==> config.mk <==
export PLATFORM = sky130hd
export DESIGN_NAME = int_redirect_ctrl
export DESIGN_NICKNAME = d
export VERILOG_FILES = /design/src/rtl/int_redirect_ctrl.sv
export SDC_FILE = /design/constraint.sdc
export NUM_CORES = 1
export LEC_CHECK = 0
export CORE_AREA = 2 2 89 91
export CTS_CLUSTER_SIZE = 25
export DETAILED_ROUTE_END_ITERATION = 12
export DIE_AREA = 0 0 91 93
export GPL_ROUTABILITY_DRIVEN = 0
export GPL_TIMING_DRIVEN = 1
export PLACE_DENSITY = 0.79
export SYNTH_ARGS = -nofsm -noshare
export SYNTH_HDL_FRONTEND = slang
export SYNTH_SLANG_ARGS = --single-unit
export TNS_END_PERCENT = 1
==> constraint.sdc <==
create_clock -name clk -period 1.7 [get_ports clk]
set_input_delay 0.425 -clock clk [delete_from_list [all_inputs] [get_ports clk]]
set_output_delay 0.425 -clock clk [all_outputs]
set_load 0.03 [all_outputs]
==> src/rtl/int_redirect_ctrl.sv <==
// -----------------------------------------------------------------------------
// int_redirect_ctrl
//
// Interrupt entry/return controller. It samples the external and timer
// interrupt requests, redirects fetch to the trap vector, and records the
// interrupted PC and cause. When an mret reaches Execute, it redirects fetch
// back to the saved PC. After a return, new interrupts are held off for
// HOLDOFF cycles so that the handler's caller can make forward progress.
//
// Ports
//   clk         clock; all state updates on the rising edge
//   rst         synchronous, active-low reset
//   ext_irq     external interrupt request (level)
//   timer_irq   timer interrupt request (level)
//   mie         global interrupt enable from the CSR file
//   mtvec       trap vector base; bits [1:0] are ignored
//   PCF         current fetch-stage PC
//   StallD      decode stall from the hazard unit
//   mret_E      mret instruction valid in Execute
//   Int_flush   one-cycle flush of the IF/ID register
//   PCInt       PC presented to the IF/ID register and the fetch mux
//   mepc        saved return PC
//   mcause      saved cause
//   in_handler  high while a handler is executing
// -----------------------------------------------------------------------------
module int_redirect_ctrl #(
   parameter int              XLEN      = 32,
   parameter int              HOLDOFF   = 2,             // 1..15
   parameter logic [XLEN-1:0] CAUSE_EXT = 32'h8000000B,
   parameter logic [XLEN-1:0] CAUSE_TMR = 32'h80000007
) (
   input  logic            clk,
   input  logic            rst,
   input  logic            ext_irq,
   input  logic            timer_irq,
   input  logic            mie,
   input  logic [XLEN-1:0] mtvec,
   input  logic [XLEN-1:0] PCF,
   input  logic            StallD,
   input  logic            mret_E,
   output logic            Int_flush,
   output logic [XLEN-1:0] PCInt,
   output logic [XLEN-1:0] mepc,
   output logic [XLEN-1:0] mcause,
   output logic            in_handler
);

   localparam logic [2:0] S_IDLE    = 3'd0;
   localparam logic [2:0] S_TAKE    = 3'd1;
   localparam logic [2:0] S_HANDLER = 3'd2;
   localparam logic [2:0] S_RET     = 3'd3;
   localparam logic [2:0] S_HOLD    = 3'd4;

   logic [2:0]      state;
   logic [2:0]      state_nxt;
   logic [XLEN-1:0] cause_q;    // cause chosen in IDLE, committed to mcause on TAKE exit
   logic [3:0]      hold_cnt;
   logic            take;

   // Requests are only honoured when decode can accept the flush.
   assign take = (ext_irq | timer_irq) & mie & ~StallD;

   // NOTE: every signal assigned in a combinational block gets a default
   // first, so that no path leaves it unassigned and infers a latch.
   always_comb begin
      state_nxt = state;
      case (state)
         S_IDLE:    if (take) state_nxt = S_TAKE;
         S_TAKE:    state_nxt = S_HANDLER;
         S_HANDLER: if (mret_E) state_nxt = S_RET;
         S_RET:     state_nxt = S_HOLD;
         // Exit on the count of one so HOLD lasts exactly HOLDOFF cycles.
         S_HOLD:    if (hold_cnt <= 4'd1) state_nxt = S_IDLE;
         default:   state_nxt = S_IDLE;
      endcase
   end

   // NOTE: sequential state uses non-blocking assignments so that every
   // register samples the values from before the clock edge.
   always_ff @(posedge clk) begin
      if (!rst) begin
         state      <= S_IDLE;
         cause_q    <= '0;
         hold_cnt   <= '0;
         mepc       <= '0;
         mcause     <= '0;
         in_handler <= 1'b0;
      end else begin
         state <= state_nxt;
         case (state)
            S_IDLE: begin
               // External wins when both requests are present.
               if (take) cause_q <= ext_irq ? CAUSE_EXT : CAUSE_TMR;
            end
            S_TAKE: begin
               mepc       <= PCF;
               mcause     <= cause_q;
               in_handler <= 1'b1;
            end
            S_RET: begin
               in_handler <= 1'b0;
               hold_cnt   <= 4'(HOLDOFF);
            end
            S_HOLD: begin
               hold_cnt <= hold_cnt - 4'd1;
            end
            default: ;
         endcase
      end
   end

   // Only TAKE and RET override the fetch PC; otherwise it passes through.
   always_comb begin
      Int_flush = 1'b0;
      PCInt     = PCF;
      case (state)
         S_TAKE: begin
            Int_flush = 1'b1;
            PCInt     = {mtvec[XLEN-1:2], 2'b00};
         end
         S_RET: begin
            Int_flush = 1'b1;
            PCInt     = mepc;
         end
         default: ;
      endcase
   end

endmodule

* Word-level counts from Yosys, hierarchy flattened
Index checks and enable logic that the tools add are counted.
Widths: inputs -> output; s select.
** Word-level totals
- Bits of input ports :: 71
- Register bits :: 104
- Output and inout port bits :: 98
** Operators by class
- Reduce and logical (&&, ||, !) cells :: 6
- Equal/unequal tests :: 7
- Muxes and demuxes :: 9
- $lt $le $gt $ge :: 1
- Bitwise operators :: 4
- Add/subtract/negate cells :: 1
** Operators by type and width (number)
- $pmux 32 s2 :: 1
- $pmux 3 s5 :: 1
- $mux 3 :: 3
- $pmux 4 s2 :: 1
- $eq 3x2->1 const B :: 2
- $ne 2x2->1 const B :: 3
- $le 4x1->1 const B :: 1
- $mux 4 :: 1
- $reduce_bool 2->1 :: 2
- $sub 4x1->4 const B :: 1
- $eq 3x1->1 const B :: 1
- $eq 3x3->1 const B :: 1
- $logic_not 3->1 :: 1
- $reduce_and 3->1 :: 1
- $and 1x1->1 :: 2
- $pmux 1 s2 :: 1
- $reduce_and 2->1 :: 1
- $reduce_or 2->1 :: 1
- $mux 1 :: 1
- $not 1->1 :: 1
- $or 1x1->1 :: 1

* Depth between registers and ports, before layout
- Depth in word-level cells :: 5
- Gate-level depth with buffers :: 6

* Worst setup path after synthesis
No wires, ideal clock.
- Path kind :: register -> output
- From :: register state[1]
- To :: output port PCInt[10]
- Data required time :: 1.275 ns
- Slack :: -0.098 ns
- Stages on the path, launching flop included :: 5
- Arrival :: 1.373 ns
- Cells stage by stage :: dfxtp_1 buf_6 clkbuf_1 mux2i_1 o21ai_1
** Between the ends
- Longest elaborated chain between the ends :: 2
- Elaborated cells between the ends (all ways) :: 3
** Ends and longest elaborated chain
- start: declaration :: line 54 : logic [2:0] state;
- start signal: assignment :: line 89 : state <= state_nxt;
- $eq 3x2->1 / $eq 3x1->1 (equally long branches) :: line 116 : case (state)
- $pmux 32 s2 (*) :: line 116
- end: declaration :: line 42 : output logic [XLEN-1:0] PCInt,
Every way passes the cells marked *; elsewhere a longest branch is shown, timed or not.

* Final worst setup path
- From :: register state[2]
- To :: output port PCInt[16]
Same word-level chain as after synthesis.

==> flow_metrics.tcl <==
set metrics [dict create \
    cpPeakStageDelay_ns 0.35 \
    fp.dieH_um 93 \
    core-area_um2 7530 \
    holdCritPathClass "register to register" \
    dr_total_vias 2949 \
    post-route-util_pct 58.3 \
    finalSetupViolCount 32 \
    critPathSlowestCell "dfxtp_2" \
    crit_fanout 20 \
    wire_per_inst_um 13.8 \
    timing.rr.end "cause_q[3]$_SDFFE_PN0P_" \
    clock_latency_ns 0.30 \
    dp_hpwl_um 5860 \
    synth_area_um2 2680 \
    r2r_slack_ns 0.18 \
    fmax_ghz 0.550 \
    cts_buffer_depth 2 \
    crit_type "register to output pin" \
    clock_sinks 46 \
    cp_cell_sequence "nand2b_4 -> clkbuf_16 -> o21ai_1 -> buf_4" \
    cts_tree "yes" \
    first_iter_violations 108 \
    power_density_nw_per_um2 693 \
    cp.arrival_ns 1.39 \
    die-area_um2 8460 \
    synth-edff-count 0 \
    crit_path_end_kind "output pin" \
    ant_nets 0 \
    gr-max-usage-layer "met2" \
    synth_xor_area_share_pct 0.327 \
    first_global_vias 2555 \
    startpoint_type "register" \
    via_per_inst 4.92 \
    yosysSeqAreaShare_pct 34.3 \
    pre_cts_ws_ns -0.124 \
    hold_viol 0 \
    htreeDepth 2 \
    ys.flop_type "dfxtp_1" \
    dr.pass1.iters 4 \
    reg2reg_depth 4 \
    vdd_drop_max_uv 470 \
    yosysTopAreaCell "dfxtp_1" \
    rsz0062_at_grt "yes" \
    routed_wl_um 8300 \
    finalMaxSlewViolations 0 \
    holdCritStartpoint "cause_q[1]$_SDFFE_PN0P_" \
    synth_top_family_by_area "compound AO/OA/AOI/OAI gates" \
    start_util_pct 35.6 \
    ys_types 35 \
    syn_inst 355 \
    synthTopCellsByArea "dfxtp_1 34%, o21ai_1 13%, mux2i_1 11%" \
    cts_hold_buf 0 \
    holdWs_ns 0.460 \
    overflow 0 \
    grt_pass1_wl_um 12000 \
    die_w_um 91 \
    cap_violations 0 \
    fill_cells 687 \
    synth_compound_area_share_pct 23.6 \
    holdPathEnd "mcause[1]$_SDFFE_PN0N_" \
    grt_usage_pct 17.0 \
    synth_top_area_share_pct 34.3 \
    drc 0 \
    status "finished with violations" \
    synth.avg_cell_area_um2 7.55 \
    met1_usage_pct 20.0 \
    fin_ws_ns -0.119 \
    io_pins 169 \
    grt_use_met3_pct 3.55 \
    clk_pin_slew_ns 0.09 \
    finClkSkew_ns 0.0137 \
    crit_required_ns 1.27 \
    ys_warn_count 0 \
    timing.rr.start "state[1]$_SDFFE_PN0P_" \
    muxShareOfSynthArea_pct 11.2 \
    synthSimpleGateAreaFrac_pct 15.7 \
    met2_usage_pct 31.9 \
    violations "setup timing" \
    min_period_ns 1.82 \
    drive_above_1_share_pct 18.1 \
    antenna_found_initial 0 \
    period_share_pct 107 \
    cts_buffers 5 \
    leakage_uw 0.00190 \
    yosys-top-cells-count "72 x nand2_1, 68 x o21ai_1, 46 x dfxtp_1, 41 x a21oi_1, 30 x mux2i_1" \
    area_growth_pct 63.8 \
    synth_most_common_cell "nand2_1" \
    num-nets-final 570 \
    cts_root_buf "clkbuf_8" \
    min_path_cells 2 \
    portBuffers 139 \
    grt_max_degree 42 \
    yosys_register_bits 46 \
    power_uw 3040 \
    rows 32 \
    async_reset_ff_share_pct 0 \
    synth_fa_ha_area_share_pct 0.933 \
    antennaDiodeCount 0 \
]
-- worst max path at each step --
stage / from / to
2_1_floorplan: state[1]$_SDFFE_PN0P_ / PCInt[10]
3_3_place_gp: mie / cause_q[3]$_SDFFE_PN0P_
3_5_place_dp: mie / cause_q[3]$_SDFFE_PN0P_
4_1_cts: state[2]$_SDFFE_PN0P_ / PCInt[28]
5_1_grt: state[2]$_SDFFE_PN0P_ / PCInt[24]
6_report: state[2]$_SDFFE_PN0P_ / PCInt[16]
-- power by group --
part | internal (uW) | switching (uW)
logic | 462 | 597
clock network | 479 | 353
registers | 1120 | 34.8
total | 2060 | 985
-- through the flow --
stage               TNS, ns  cell area, um2  cells
floorplan             -2.42            2780    381
global placement     -0.196            4050    583
detailed placement   -0.365            4050    583
CTS                   -2.85            4140    593
global route          -5.05            4390    600
finish                -2.62            4390    600
-- critical path, delay by kind of cell (launching register included) --
kind	cells	cell delay, ns
buffers and inverters	2	0.39
and+or+nand+nor	1	0.21
DFF	1	0.35
AOI/OAI and AO/OA	1	0.14
-- timing repair --
| action | in CTS | in global routing |
|---|---|---|
| cloned | 0 | 7 |
| gates resized for setup | 42 | 29 |
| endpoints found under the setup margin | 71 | 33 |
| buffers inserted | 2 | 0 |
| pin swaps | 0 | 2 |
-- area by class of cell --
type / count / area, um2 / area share, %
multi-input combinational: 275 / 1570 / 35.8
sequential: 46 / 930 / 21.2
inverter: 5 / 18.8 / 0.427
clock buffer: 7 / 86.3 / 1.97
tap: 102 / 128 / 2.91
clock inverter: 1 / 30.0 / 0.684
timing repair buffer: 164 / 1630 / 37.1
-- state kept, by name, summed over array words and instances (netlist names) --
register / flops
cause_q: 3
mcause: 3
mepc: 32
state: 3
hold_cnt: 4
in_handler: 1
-- per-layer routing --
layer  wire length (um)  vias up
li1                   -     1455
met1               3370     1372
met2               4290      110
met3                520       12
met4                114        0
met5                  0        -
-- cell usage in the layout, fill, tap and decap left out, types with 2 or more instances in the layout --
master,instances
a21oi_1,41
buf_12,5
buf_4,41
buf_6,6
clkbuf_16,5
clkbuf_8,6
clkdlybuf4s50_1,68
conb_1,27
dfxtp_1,43
dfxtp_4,2
dlygate4sd2_1,38
ha_1,2
inv_1,4
mux2i_1,27
mux2i_2,3
nand2_1,69
nand2_2,3
nand2b_1,3
nand2b_4,2
nand3_1,2
nor2_1,6
nor3b_1,4
o21ai_1,59
o21ai_2,9
-- cell families (layout without fill, tap and decap cells) --
logic type | Yosys count | in the layout
fa+ha+maj | 2 | 2
simple gates | 94 | 96
other cells | 1 | 27
compound gates | 119 | 119
mux | 30 | 30
buf+inv | 62 | 177
xor+xnor | 1 | 1
flops | 46 | 46
Power figures use the tool's default switching activity.
